==> config.mk <==
export PLATFORM = sky130hd
export DESIGN_NAME = uart_rx_core
export DESIGN_NICKNAME = d
export VERILOG_FILES = /design/src/rtl/uart_pkg.sv /design/src/rtl/uart_rx_sync.sv /design/src/rtl/uart_rx_core.sv
export SDC_FILE = /design/constraint.sdc
export NUM_CORES = 1
export LEC_CHECK = 0
export BUFFER_PORTS_ARGS = -buffer_cell sky130_fd_sc_hd__buf_2
export CORE_AREA = 4 4 75 94
export CTS_BUF_LIST = sky130_fd_sc_hd__clkbuf_4 sky130_fd_sc_hd__clkbuf_8
export CTS_CLUSTER_DIAMETER = 120
export DETAILED_ROUTE_END_ITERATION = 16
export DIE_AREA = 0 0 79 98
export PLACE_DENSITY_LB_ADDON = 0.08
export SETUP_SLACK_MARGIN = 0.5
export SLEW_MARGIN = 20
export SYNTH_ARGS = -nofsm -noshare
export SYNTH_HDL_FRONTEND = slang
export SYNTH_SLANG_ARGS = --single-unit
==> constraint.sdc <==
create_clock -name clk -period 6.9 [get_ports clk]
set_clock_uncertainty 0.05 [all_clocks]
set_input_delay 0.345 -clock clk [delete_from_list [all_inputs] [get_ports clk]]
set_output_delay 0.345 -clock clk [all_outputs]
set_load 0.03 [all_outputs]
==> src/rtl/uart_pkg.sv <==
// ============================================================================
// Module      : uart_pkg
// Description : Shared types and constants for the UART receive path.
//               Optional build macro used by uart_rx_core: RX_MAJORITY_VOTE_EN
// Revision    : 1.0 - initial release
// ============================================================================
`timescale 1ns/1ps
`default_nettype none

package uart_pkg;

  // Data bits per 8N1 frame
  localparam int UART_DATA_BITS = 8;

  // Clock cycles per bit for a 50 MHz clock at 115200 baud
  localparam int UART_BAUD_DIV_DEFAULT = 434;

  // Receive state machine encoding
  typedef enum logic [2:0] {
    IDLE  = 3'd0,
    START = 3'd1,
    DATA  = 3'd2,
    STOP  = 3'd3,
    ERR   = 3'd4
  } uart_rx_state_e;

endpackage : uart_pkg

`default_nettype wire

==> src/rtl/uart_rx_sync.sv <==
// ============================================================================
// Module      : uart_rx_sync
// Description : Multi-stage synchroniser for the asynchronous rx pin. All
//               stages reset to 1 so an idle line never looks like a start.
// Revision    : 1.0 - initial release
// ============================================================================
`timescale 1ns/1ps
`default_nettype none

module uart_rx_sync #(
  parameter int SYNC_STAGES = 2
) (
  input  logic clk,
  input  logic rst_n,
  input  logic rx,
  output logic rxs
);

  logic [SYNC_STAGES-1:0] r_sync;

  // Shift the raw pin through the synchroniser chain
  always_ff @(posedge clk or negedge rst_n) begin
    if (!rst_n) begin
      r_sync <= '1;
    end else begin
      r_sync <= {r_sync[SYNC_STAGES-2:0], rx};
    end
  end

  assign rxs = r_sync[SYNC_STAGES-1];

endmodule : uart_rx_sync

`default_nettype wire

==> src/rtl/uart_rx_core.sv <==
// ============================================================================
// Module      : uart_rx_core
// Description : 8N1 UART receive engine. Deserialises rx (LSB first) into
//               rx_data with a one-cycle done pulse, reports busy / framing
//               error, and holds a level irq until rx_finish.
//               Build macro RX_MAJORITY_VOTE_EN: when defined, each sample
//               point uses a 2-of-3 vote over mid-bit-1, mid-bit, mid-bit+1.
// Revision    : 1.0 - initial release
// ============================================================================
`timescale 1ns/1ps
`default_nettype none

module uart_rx_core
  import uart_pkg::*;
#(
  parameter int BAUD_DIV    = UART_BAUD_DIV_DEFAULT,
  parameter int SYNC_STAGES = 2
) (
  input  logic                      clk,
  input  logic                      rst_n,
  input  logic                      rx,
  input  logic                      rx_finish,
  output logic [UART_DATA_BITS-1:0] rx_data,
  output logic                      done,
  output logic                      rx_busy,
  output logic                      frame_err,
  output logic                      irq
);

  localparam logic [15:0] c_bit_last = 16'(BAUD_DIV - 1);
  localparam logic [2:0]  c_idx_last = 3'(UART_DATA_BITS - 1);
`ifdef RX_MAJORITY_VOTE_EN
  // Decision is taken one cycle after mid-bit, once the third vote is in;
  // every later sample point inherits that one-cycle shift.
  localparam logic [15:0] c_start_pt = 16'(BAUD_DIV / 2);
`else
  localparam logic [15:0] c_start_pt = 16'(BAUD_DIV / 2 - 1);
`endif

  logic                      w_rxs;
  logic                      w_bit;
  uart_rx_state_e            r_state, w_state_nx;
  logic [15:0]               r_baud_cnt, w_cnt_nx;
  logic [2:0]                r_bit_idx, w_idx_nx;
  logic [UART_DATA_BITS-1:0] r_shift, w_shift_nx;
  logic                      w_done_nx;
  logic                      r_done, r_busy, r_frame_err, r_irq;
  logic [UART_DATA_BITS-1:0] r_rx_data;

  uart_rx_sync #(
    .SYNC_STAGES (SYNC_STAGES)
  ) u_sync (
    .clk   (clk),
    .rst_n (rst_n),
    .rx    (rx),
    .rxs   (w_rxs)
  );

`ifdef RX_MAJORITY_VOTE_EN
  logic [1:0] r_hist;

  // Keep the two previous synchronised samples for the 2-of-3 vote
  always_ff @(posedge clk or negedge rst_n) begin
    if (!rst_n) begin
      r_hist <= 2'b11;
    end else begin
      r_hist <= {r_hist[0], w_rxs};
    end
  end

  assign w_bit = (r_hist[1] & r_hist[0]) | (r_hist[1] & w_rxs) | (r_hist[0] & w_rxs);
`else
  assign w_bit = w_rxs;
`endif

  // Next-state, counter, shift-register and done decode
  always_comb begin
    w_state_nx = r_state;
    w_cnt_nx   = r_baud_cnt + 16'd1;
    w_idx_nx   = r_bit_idx;
    w_shift_nx = r_shift;
    w_done_nx  = 1'b0;
    case (r_state)
      IDLE: begin
        // IDLE is only ever entered with rxs high, so a low level is a start edge
        w_cnt_nx = '0;
        if (!w_rxs) w_state_nx = START;
      end
      START: begin
        if (r_baud_cnt == c_start_pt) begin
          w_cnt_nx   = '0;
          w_idx_nx   = '0;
          w_state_nx = w_bit ? IDLE : DATA;
        end
      end
      DATA: begin
        if (r_baud_cnt == c_bit_last) begin
          w_cnt_nx              = '0;
          w_shift_nx[r_bit_idx] = w_bit;
          w_idx_nx              = r_bit_idx + 3'd1;
          if (r_bit_idx == c_idx_last) w_state_nx = STOP;
        end
      end
      STOP: begin
        if (r_baud_cnt == c_bit_last) begin
          w_cnt_nx = '0;
          if (w_bit) begin
            w_done_nx  = 1'b1;
            w_state_nx = IDLE;
          end else begin
            w_state_nx = ERR;
          end
        end
      end
      ERR: begin
        // Wait for a full bit time of continuous idle before re-arming
        if (!w_rxs) begin
          w_cnt_nx = '0;
        end else if (r_baud_cnt == c_bit_last) begin
          w_cnt_nx   = '0;
          w_state_nx = IDLE;
        end
      end
      default: begin
        w_cnt_nx   = '0;
        w_state_nx = IDLE;
      end
    endcase
  end

  // State, counters, shift register and registered status flags
  always_ff @(posedge clk or negedge rst_n) begin
    if (!rst_n) begin
      r_state     <= IDLE;
      r_baud_cnt  <= '0;
      r_bit_idx   <= '0;
      r_shift     <= '0;
      r_done      <= 1'b0;
      r_busy      <= 1'b0;
      r_frame_err <= 1'b0;
    end else begin
      r_state     <= w_state_nx;
      r_baud_cnt  <= w_cnt_nx;
      r_bit_idx   <= w_idx_nx;
      r_shift     <= w_shift_nx;
      r_done      <= w_done_nx;
      r_busy      <= (w_state_nx != IDLE);
      r_frame_err <= (w_state_nx == ERR);
    end
  end

  // Output byte and level interrupt; a done in the same cycle beats rx_finish
  always_ff @(posedge clk or negedge rst_n) begin
    if (!rst_n) begin
      r_rx_data <= '0;
      r_irq     <= 1'b0;
    end else begin
      if (w_done_nx) r_rx_data <= r_shift;
      if (w_done_nx) begin
        r_irq <= 1'b1;
      end else if (rx_finish) begin
        r_irq <= 1'b0;
      end
    end
  end

  assign rx_data   = r_rx_data;
  assign done      = r_done;
  assign rx_busy   = r_busy;
  assign frame_err = r_frame_err;
  assign irq       = r_irq;

endmodule : uart_rx_core

`default_nettype wire

==> results.md <==
- The routed design has 3958 um of wire.
- For this run, the total global-route usage over all layers was measured as 11.54%.
- In the final design database the tool counted 208 nets.
- The routed length per instance is 13.89 um.
- Detailed placement finished with a half-perimeter wire length of 2769 um.
- By instance count, the leading cell after synthesis is dfrtp_1.
- The layout-stage area growth over the synthesis result is 13.24%.
- The fmax is 0.3901 GHz.
- Post-CTS repair changed the size of 0 cells.
- The number of primary I/O pins is 16.
- The peak fanout along the critical path is 10.
- For the final routed database, the setup TNS stands at 0 ps.
- Across the VDD grid, the largest voltage drop is 0.00007149 V.
- In the synthesized netlist, the cells that appear most often are dfrtp_1, nor2_1, mux2_2, inv_1.
- The net switching power is 0.00009826 W.
- The H-tree was split into 2 levels.
- The max-capacitance violation count is 0.
- The part of the Yosys area used for sequential elements is 52.59%.
- The critical path goes through nor4_4, nand4_4, or3_1, or4_4, mux2_4.
- The most used flip-flop cell after synthesis is dfrtp_1.
- The number of slew-limit violations in the final report is 0.
- The final cell area excluding filler cells is 2376 um2.
- The ratio of routed vias to standard cells is 4.860.
- In this run the clock root is driven by a clkbuf_8.
- The clock buffer count from CTS is 5.
- Entering global routing, the biggest net connects 45 pins.
- The buffers plus inverters on the worst setup path is 0.
- Yosys mapped a number of flops with a built-in enable equal to 0.
- The effective utilization at floorplan is 34.03%.
- The largest stage delay on the critical path is 540 ps.
- STA classifies the critical path startpoint as a register.
- The total power divided by cell area is 200.5 nW/um2.
- The kind of cell adding the most delay to the critical path is simple AND/OR/NAND/NOR gates.
- After synthesis, the cell types taking the most area are dfrtp_1, mux2_2, nor2_1.
- The number of distinct standard cells referenced by the synthesized netlist is 40.
- The number of hold buffers added after CTS was 0.
- The Yosys step of the flow raised 0 warnings.
- The number of antenna violations at the first check in global routing came to 0.
- In this run the cell area of the synthesized design comes to 2098 um2.
- The flow ran to the end, but the final reports show violations.
- For this run, design rule violations remaining after detail routing come to 0.
- The fraction of final layout cells with drive strength greater than 1 is 23.50%.
- The cell count after synthesis came out at 183.
- The row count is 32.
- The minimum period implied by the final worst setup slack is 2563 ps.
- The count of endpoints failing hold in the final timing report is 42.
- The compound-cell area share of the yosys netlist is 5.546%.
- The cell type with the highest aggregate area in the netlist is dfrtp_1.
- Summing the areas of all xor and xnor instances in the mapped netlist gives 5.844% of the synthesized area.
- The data arrival at the endpoint of the critical path is 2710 ps.
- The wire length of the first global-routing pass is 7093 um.
- By area, the combinational part of the netlist is dominated by simple AND/OR/NAND/NOR gates.
- At the worst endpoint, the required time is 7040 ps.
- The clock insertion delay at the later pin of the skew report is 300 ps.
- For this design the static power due to leakage is 1.114 nW.
- The final-report setup violation count is 0.
- TritonCTS built the clock tree.
- The worst-case headroom to the max-slew limit is 53.11%.
- The switching share of power is 20.62%.
- The final reports fail on negative hold slack.
- Multiplexer cells account for 8.706% of the synthesized area.
- In this run the deepest clock path goes through 2 buffers.
- The fraction of the mapped netlist area in adder cells is 2.982%.
- The die covers 7742 um2.
- The cell type of the slowest stage on the worst timing path is or3_1.
- The count of nets left with antenna violations once routing finished came out at 0.
- Summing all placed instances gives a cell area of 2252 um2.
- The clock drives 44 sinks.
- The worst-margin pin slew is 698.1 ps.
- The number of I/O port buffers is 15.
- The DRC violation total after the first TritonRoute iteration is 51.
- The clock slew seen by the registers of the worst setup and hold paths is 90 ps.
- Cell internal power was estimated by the tool at 0.0003782 W.
- The number of standard cells in the layout, taps in and fillers out is 285.
- The worst setup path category is reg -> reg.
- Averaged over all synthesized cells, the footprint is 11.47 um2.
- In this run the vertical extent of the chip is 98 um.
- The part of the power in combinational logic is 1.5%.
- The portion of total power attributed to the clock network is 44.0%.
- The worst min-delay path class is in -> async.
- The part of the power in registers is 54.5%.
- The first-pass iteration count of the detailed router is 4.
- The area of the placeable core is 6166 um2.
- The proportion of synthesized flip-flops having asynchronous set or reset is 100.0%.
- In this run, synthesis produced a sequential element count of 44.
- Synthesis produced a netlist with a net count of 192.
- The floorplan die width is 79 um.
- The number of vias in the routed layout is 1385.
- Setup repair after global routing left no endpoint under its margin.
- The via count of the first global-routing pass came to 1458.
- The total overflow left after global routing is 0.
- The sum of internal, switching and leakage power is 0.0004765 W.
- The element type at the critical path end is a register.
- The post-route worst hold slack is -20.13 ps.
- The weighted congestion reported at the end of routability-driven placement is 0.8230.
- In the finished design, the share of the clock period the worst path needs comes to 37.15%.
- The synthesized design devotes to its leading area cell type 50.09% of total area.
- The post-CTS repair timing setup buffer count is 0.
- The area fraction in and, or, nand and nor cells after synthesis is 21.05%.
- 0 antenna diodes ended up in the layout.
- Counting tap cells, the placed design contains a total of 277 instances.
through the flow:
| stage | setup slack (ps) | hold slack (ps) | utilization [%] |
|---|---|---|---|
| finish | 4337 | -20.13 | 38.53 |
| floorplan | 4486 | -0.5911 | - |
| global placement | 4369 | 298.3 | 36.53 |
| CTS | 4330 | 74.17 | 38.49 |
| global route | 4200 | 20.41 | 38.53 |
| detailed placement | 4340 | 300.0 | 36.53 |
worst register-to-register path: stages (launching register included):
cell and delay (ps):
dfrtp_1 470, nor4_4 400, nand4_4 240, or3_1 550, or4_4 460, mux2_4 300
final timing paths:
check	from	endpoint	slack, ps	depth (start not counted)
worst max-delay path	r_baud_cnt[2]	r_shift[6]	4340	5
worst min-delay path	rst_n	rx_data[7]	-20	1
worst max register to register	r_baud_cnt[2]	r_shift[6]	4340	5
worst min register to register	u_sync.r_sync[0]	u_sync.r_sync[1]	310	0
max in group asynchronous	rst_n	rx_data[2]	6450	1
min in group clk	rx	u_sync.r_sync[0]	80	1
cell type report:
class	count	area [um2]
Timing Repair Buffer	16	85.08
Clock inverter	2	38.79
Fill cell	628	3790
Inverter	9	33.78
Multi-Input combinational cell	123	925.9
Clock buffer	6	82.58
Tap cell	85	106.4
Sequential cell	44	1104
power by group through the flow:
stage / sequential [W] / combinational (W) / clock, W
finish: 0.000260 / 0.00000692 / 0.000210
global route: 0.000260 / 0.00000842 / 0.000229
CTS: 0.000260 / 0.00000740 / 0.000219
detailed placement: 0.000265 / 0.00000739 / 0
global placement: 0.000265 / 0.00000721 / 0
floorplan: 0.000264 / 0.00000166 / 0
layer usage:
metal	up-vias	routed length [um]	track usage (%)	share of wire, %
li1	677	-	-	-
met1	686	1727	13.79	44
met2	16	2038	19.58	51
met3	6	119	3.137	3.0
met4	0	72	4.365	1.8
met5	-	0	0	0
cells by family (layout without fill, tap and decap cells):
logic type	count (synthesis)	count (layout)
AO/OA/AOI/OAI	18	18
flip-flops	44	44
buffers and inverters	16	33
AND/OR/NAND/NOR	70	70
adder cells (fa/ha/maj)	5	5
multiplexers	16	16
XOR/XNOR	14	14
flip-flops by register name, indices dropped and copies added, names as in the netlist, 2 cells and up:
signal         count
u_sync.r_sync      2
rx_data            8
r_baud_cnt        16
r_shift            8
r_state            3
r_bit_idx          3
cell usage in the layout, fill, tap and decap left out, types with 3 or more instances in the layout:
| master | instances |
|---|---|
| mux2_2 | 14 |
| nor2_1 | 22 |
| nor4_1 | 3 |
| inv_1 | 9 |
| nand4_1 | 7 |
| and4_1 | 3 |
| o31ai_1 | 3 |
| xor2_1 | 6 |
| buf_2 | 14 |
| nor4_4 | 3 |
| xnor2_1 | 8 |
| clkbuf_8 | 6 |
| a21oi_1 | 3 |
| nand2_1 | 6 |
| ha_1 | 5 |
| nand3_1 | 8 |
| dfrtp_1 | 42 |
| nor2b_1 | 3 |
| o21ai_0 | 7 |
Note: power is estimated with default switching activity, not from simulation.
